### config.mk
export PLATFORM = sky130hd
export DESIGN_NAME = io_port_ctrl
export DESIGN_NICKNAME = d
export VERILOG_FILES = /design/src/rtl/io_port_ctrl.sv
export SDC_FILE = /design/constraint.sdc
export NUM_CORES = 1
export LEC_CHECK = 0
export CORE_MARGIN = 1
export CORE_UTILIZATION = 35
export DETAILED_ROUTE_END_ITERATION = 8
export GPL_TIMING_DRIVEN = 0
export PLACE_DENSITY = 0.57
export REMOVE_ABC_BUFFERS = 1
export SLEW_MARGIN = 20
export SYNTH_ARGS = -nofsm -noshare
export SYNTH_HDL_FRONTEND = slang
export SYNTH_SLANG_ARGS = --single-unit
### constraint.sdc
create_clock -name clk -period 4.4 [get_ports clk]
set_clock_uncertainty 0.2 [all_clocks]
set_input_delay 0.44 -clock clk [delete_from_list [all_inputs] [get_ports clk]]
set_output_delay 0.44 -clock clk [all_outputs]
set_load 0.03 [all_outputs]
### src/rtl/io_port_ctrl.sv
// Buffered CPU I/O port: TX FIFO draining to a valid/ready consumer, 1-deep RX holding
// register, and a status register with a sticky overflow flag.
module io_port_ctrl #(
  parameter int unsigned DEPTH     = 4,
  parameter logic [7:0]  OUT_ADDR  = 8'h00,
  parameter logic [7:0]  IN_ADDR   = 8'h01,
  parameter logic [7:0]  STAT_ADDR = 8'h02
) (
  input  logic       clk,
  input  logic       reset,
  input  logic       mem_io,
  input  logic       c_ri,
  input  logic       c_ro,
  input  logic [7:0] addr_bus,
  input  logic [7:0] wdata,
  output logic [7:0] rdata,
  output logic       rd_oe,
  output logic [7:0] tx_data,
  output logic       tx_valid,
  input  logic       tx_ready,
  input  logic [7:0] rx_data,
  input  logic       rx_valid,
  output logic       rx_ready
);

  localparam int unsigned PW = (DEPTH > 1) ? $clog2(DEPTH) : 1;
  localparam int unsigned CW = PW + 1;
  localparam logic [CW-1:0] FULL_CNT = CW'(DEPTH);

  logic [7:0]    fifo_mem [DEPTH];
  logic [PW-1:0] wr_ptr;
  logic [PW-1:0] rd_ptr;
  logic [CW-1:0] count;
  logic [7:0]    rx_reg;
  logic          rx_full;
  logic          ovf;

  // Write-edge regs hold "strobe was low last edge"; resetting them to 0 means a
  // strobe still held across reset release is never taken as a fresh write.
  logic          out_wr_armed_q;
  logic          stat_wr_armed_q;
  logic          in_rd_q;

  logic out_wr_hit, stat_wr_hit, in_rd_hit, stat_rd_hit;
  logic out_wr_edge, stat_wr_edge, in_rd_fall;
  logic fifo_empty, fifo_full;
  logic tx_pop, tx_push, ovf_set;
  logic rx_pop, rx_cap;

  // Address decode and transfer qualification
  always_comb begin
    out_wr_hit   = mem_io & c_ri & (addr_bus == OUT_ADDR);
    stat_wr_hit  = mem_io & c_ri & (addr_bus == STAT_ADDR);
    in_rd_hit    = mem_io & c_ro & (addr_bus == IN_ADDR);
    stat_rd_hit  = mem_io & c_ro & (addr_bus == STAT_ADDR);
    out_wr_edge  = out_wr_hit & out_wr_armed_q;
    stat_wr_edge = stat_wr_hit & stat_wr_armed_q;
    in_rd_fall   = in_rd_q & ~in_rd_hit;
    fifo_empty   = (count == '0);
    fifo_full    = (count == FULL_CNT);
    tx_pop       = ~fifo_empty & tx_ready;
    tx_push      = out_wr_edge & (~fifo_full | tx_pop);
    ovf_set      = out_wr_edge & fifo_full & ~tx_pop;
    rx_pop       = in_rd_fall & rx_full;
    rx_cap       = rx_valid & ~rx_full;
  end

  always_ff @(posedge clk or posedge reset) begin
    if (reset) begin
      wr_ptr          <= '0;
      rd_ptr          <= '0;
      count           <= '0;
      rx_reg          <= '0;
      rx_full         <= 1'b0;
      ovf             <= 1'b0;
      out_wr_armed_q  <= 1'b0;
      stat_wr_armed_q <= 1'b0;
      in_rd_q         <= 1'b0;
    end else begin
      out_wr_armed_q  <= ~out_wr_hit;
      stat_wr_armed_q <= ~stat_wr_hit;
      in_rd_q         <= in_rd_hit;
      if (tx_push) wr_ptr <= wr_ptr + PW'(1);
      if (tx_pop)  rd_ptr <= rd_ptr + PW'(1);
      count <= count + CW'(tx_push) - CW'(tx_pop);
      if (stat_wr_edge)  ovf <= 1'b0;
      else if (ovf_set)  ovf <= 1'b1;
      // A pending RX pop always beats a capture; rx_ready is low then anyway
      if (rx_pop) begin
        rx_full <= 1'b0;
      end else if (rx_cap) begin
        rx_full <= 1'b1;
        rx_reg  <= rx_data;
      end
    end
  end

  // FIFO storage needs no reset: tx_data is masked while empty
  always_ff @(posedge clk) begin
    if (tx_push) fifo_mem[wr_ptr] <= wdata;
  end

  assign tx_valid = ~fifo_empty;
  assign tx_data  = fifo_empty ? 8'h00 : fifo_mem[rd_ptr];
  assign rx_ready = ~rx_full;

  // CPU read mux; bus released while in reset
  always_comb begin
    rd_oe = 1'b0;
    rdata = 8'h00;
    if (!reset) begin
      if (in_rd_hit) begin
        rd_oe = 1'b1;
        rdata = rx_full ? rx_reg : 8'hFF;
      end else if (stat_rd_hit) begin
        rd_oe = 1'b1;
        rdata = {4'b0000, ovf, rx_full, fifo_empty, fifo_full};
      end
    end
  end

endmodule

==> impl_metrics.ini <==
[floorplan]
die_area_um2 = 6890
die_h_um = 83.0
die_x_um = 83.0
coreArea_um2 = 6350
ios = 50
rows = 29
initial_core_util_pct = 36.2

[synth]
yosys.cell_types.count = 32
synthTopCellsByArea = edfxtp_1, dfrtp_1, mux4_2
synthesis.area_um2 = 2300
yosysTopAreaCell = edfxtp_1
synth_edf_count = 32
yosys_warnings = 0
syn-instance-count = 163
ys_seq_area_share_pct = 63.6
synth-seq-cells = 52
synth-async-reset-ratio_pct = 38.5
synth_flop_cell = edfxtp_1
synth.avg_cell_area_um2 = 14.1
yosysTopAreaCellShare_pct = 41.8

[global_routing]
grt_pass1_vias = 1381
antenna_found_initial = 0
gr-usage-all-layers_pct = 13.1
gr-total-overflow = 0
grt_max_degree = 21
grt_pass1_wl_um = 6890

[final_layout]
stdcell_count = 291
largest_reg_flops = 32
drive_gt1_share_pct = 10.7
fillers = 565
utilization_pct = 46.5
area_delta_synth_final_pct = 28.6
n_antenna_cell = 0
fin_nets = 251

[drt]
drcViolationCount = 0
drtPass1Iterations = 4
drtAntennaViolNets = 0
dr_total_vias = 1376
vias_per_cell = 4.73
wire_per_inst_um = 14.2
drt_first_iter_violations = 56
finalWirelength_um = 4130

[power]
powerDensity_nw_per_um2 = 456
peakVddDrop_uv = 261
p_leak_nw = 1.10

[timing]
worst_slew_pin_slew_ns = 0.889
fmax_mhz = 299
finalCriticalPeriod_ns = 3.34
maxSlewViolCount = 0
setup_tns_ns = 0
fin_crit_sh_pct = 76.0
rsz0062_at_grt = false
finalSetupViolCount = 0
relSlewSlack_pct = 40.6
hold_violations = 0

[run_status]
status = finished clean

[placement]
finalWeightedCongestion = 0.724
place_inst = 283
hpwl_um = 2920
io_buffers = 49

[clocking]
cts_buffers = 5
htree_levels = 2
cts_tree = yes
clock_path_buffers = 2
path_clk_slew_ns = 0.09
cts_resized = 0
clkSinkCount = 52
cts_hold_buf = 0
root_buffer = clkbuf_8
postCtsSetupBuffers = 0
insertion_delay_ns = 0.30

[run]
cap_violations = 0

[setup_path]
worst-path-buf-inv = 2
critPathMostFrequentCell = clkdlybuf4s50_1
path_class = in -> out
critPathMaxFanout = 6
arrival_ns = 2.70
required_ns = 3.76
path_cells = clkdlybuf4s50_1 -> nor4_4 -> nand4_1 -> a311oi_1 -> clkdlybuf4s50_1
worstSetupStartpointType = input pin
end_kind = output pin
crit_slowest_cell = clkdlybuf4s50_1
crit_family = buffers and inverters
crit_path_max_incr_delay_ns = 0.72

[worst_hold_path]
hold_class = reg -> reg
layout make-up:
type	count	area (µm²)	area share [%]
Sequential cell	52	1460	49.5
Clock buffer	5	68.8	2.33
Timing Repair Buffer	49	490	16.6
Multi-Input combinational cell	85	737	24.9
Tap cell	77	96.3	3.26
Clock inverter	3	25.0	0.847
Inverter	20	75.1	2.54
worst reg2reg max path, stage by stage (launching register included):
cell and delay, ns:
dfrtp_1 0.42, or3_1 0.56, and2_1 0.26, ha_1 0.27
inv_1 0.04, ha_1 0.18, fa_1 0.38, xor2_1 0.17
xnor2_1 0.13
cells in the mapped netlist, types with 2 or more instances:
| library cell | count |
|---|---|
| ha_1 | 6 |
| nor2b_1 | 5 |
| xnor2_1 | 3 |
| nor2_1 | 8 |
| and2_1 | 9 |
| a41oi_1 | 2 |
| o21ai_0 | 7 |
| nand3_1 | 2 |
| a311oi_1 | 3 |
| dfrtp_1 | 20 |
| mux2_2 | 2 |
| edfxtp_1 | 32 |
| mux4_2 | 8 |
| clkbuf_1 | 5 |
| inv_1 | 20 |
| nand2_1 | 7 |
| xor2_1 | 3 |
| a21oi_1 | 5 |
| nand4_1 | 3 |
through the flow:
step / hold WS (ns) / worst slack, ns / instance area (µm²) / power (W)
2_1_floorplan: 0.204 / 1.73 / 2270 / 0.000905
3_3_place_gp: 0.218 / 1.06 / 2860 / 0.00108
3_5_place_dp: 0.219 / 1.04 / 2860 / 0.00109
4_1_cts: 0.233 / 1.04 / 2950 / 0.00137
5_1_grt: 0.243 / 0.891 / 2950 / 0.00142
6_report: 0.229 / 1.06 / 2950 / 0.00135
logic make-up (layout without fill, tap and decap cells):
group / count (synthesis) / after routing / synth area share [%]
DFF: 52 / 52 / 63.6
AOI/OAI and AO/OA: 18 / 18 / 4.79
buffers and inverters: 26 / 77 / 4.30
muxes: 10 / 10 / 8.82
and+or+nand+nor: 44 / 44 / 12.0
adders and majority gates: 7 / 7 / 4.14
xor gates and xnor gates: 6 / 6 / 2.29
report_power, final:
part	internal [W]	switching, W
registers	0.000554	0.0000652
logic	0.000239	0.000206
clock network	0.000116	0.000166
total	0.000909	0.000438
routing by layer:
metal,up-vias,track usage [%],wire length (µm)
li1,681,-,-
met1,660,17.4,1950
met2,27,20.5,1970
met3,8,2.58,114
met4,0,6.58,95
met5,-,0,0
layout by cell type, fill, tap and decap left out, types with 5 or more instances in the layout:
master,instances
clkdlybuf4s50_1,49
edfxtp_1,32
inv_1,20
dfrtp_1,20
and2_1,9
nor2_1,8
mux4_2,8
nand2_1,7
o21ai_0,7
ha_1,6
nor2b_1,5
a21oi_1,5
clkbuf_8,5
worst paths after layout:
| check | startpoint | endpoint | slack [ns] | depth (start not counted) |
|---|---|---|---|---|
| min in group asynchronous | reset | rd_ptr[1] | 0.41 | 2 |
| worst min-delay path | in_rd_q | rx_full | 0.23 | 1 |
| worst max-delay path | addr_bus[5] | rdata[0] | 1.06 | 5 |
| max in group asynchronous | reset | rx_reg[0] | 3.10 | 2 |
| worst min register to register | in_rd_q | rx_full | 0.23 | 1 |
| worst max register to register | count[2] | count[2] | 1.68 | 8 |
No activity file was read; power rests on OpenSTA's default activity.
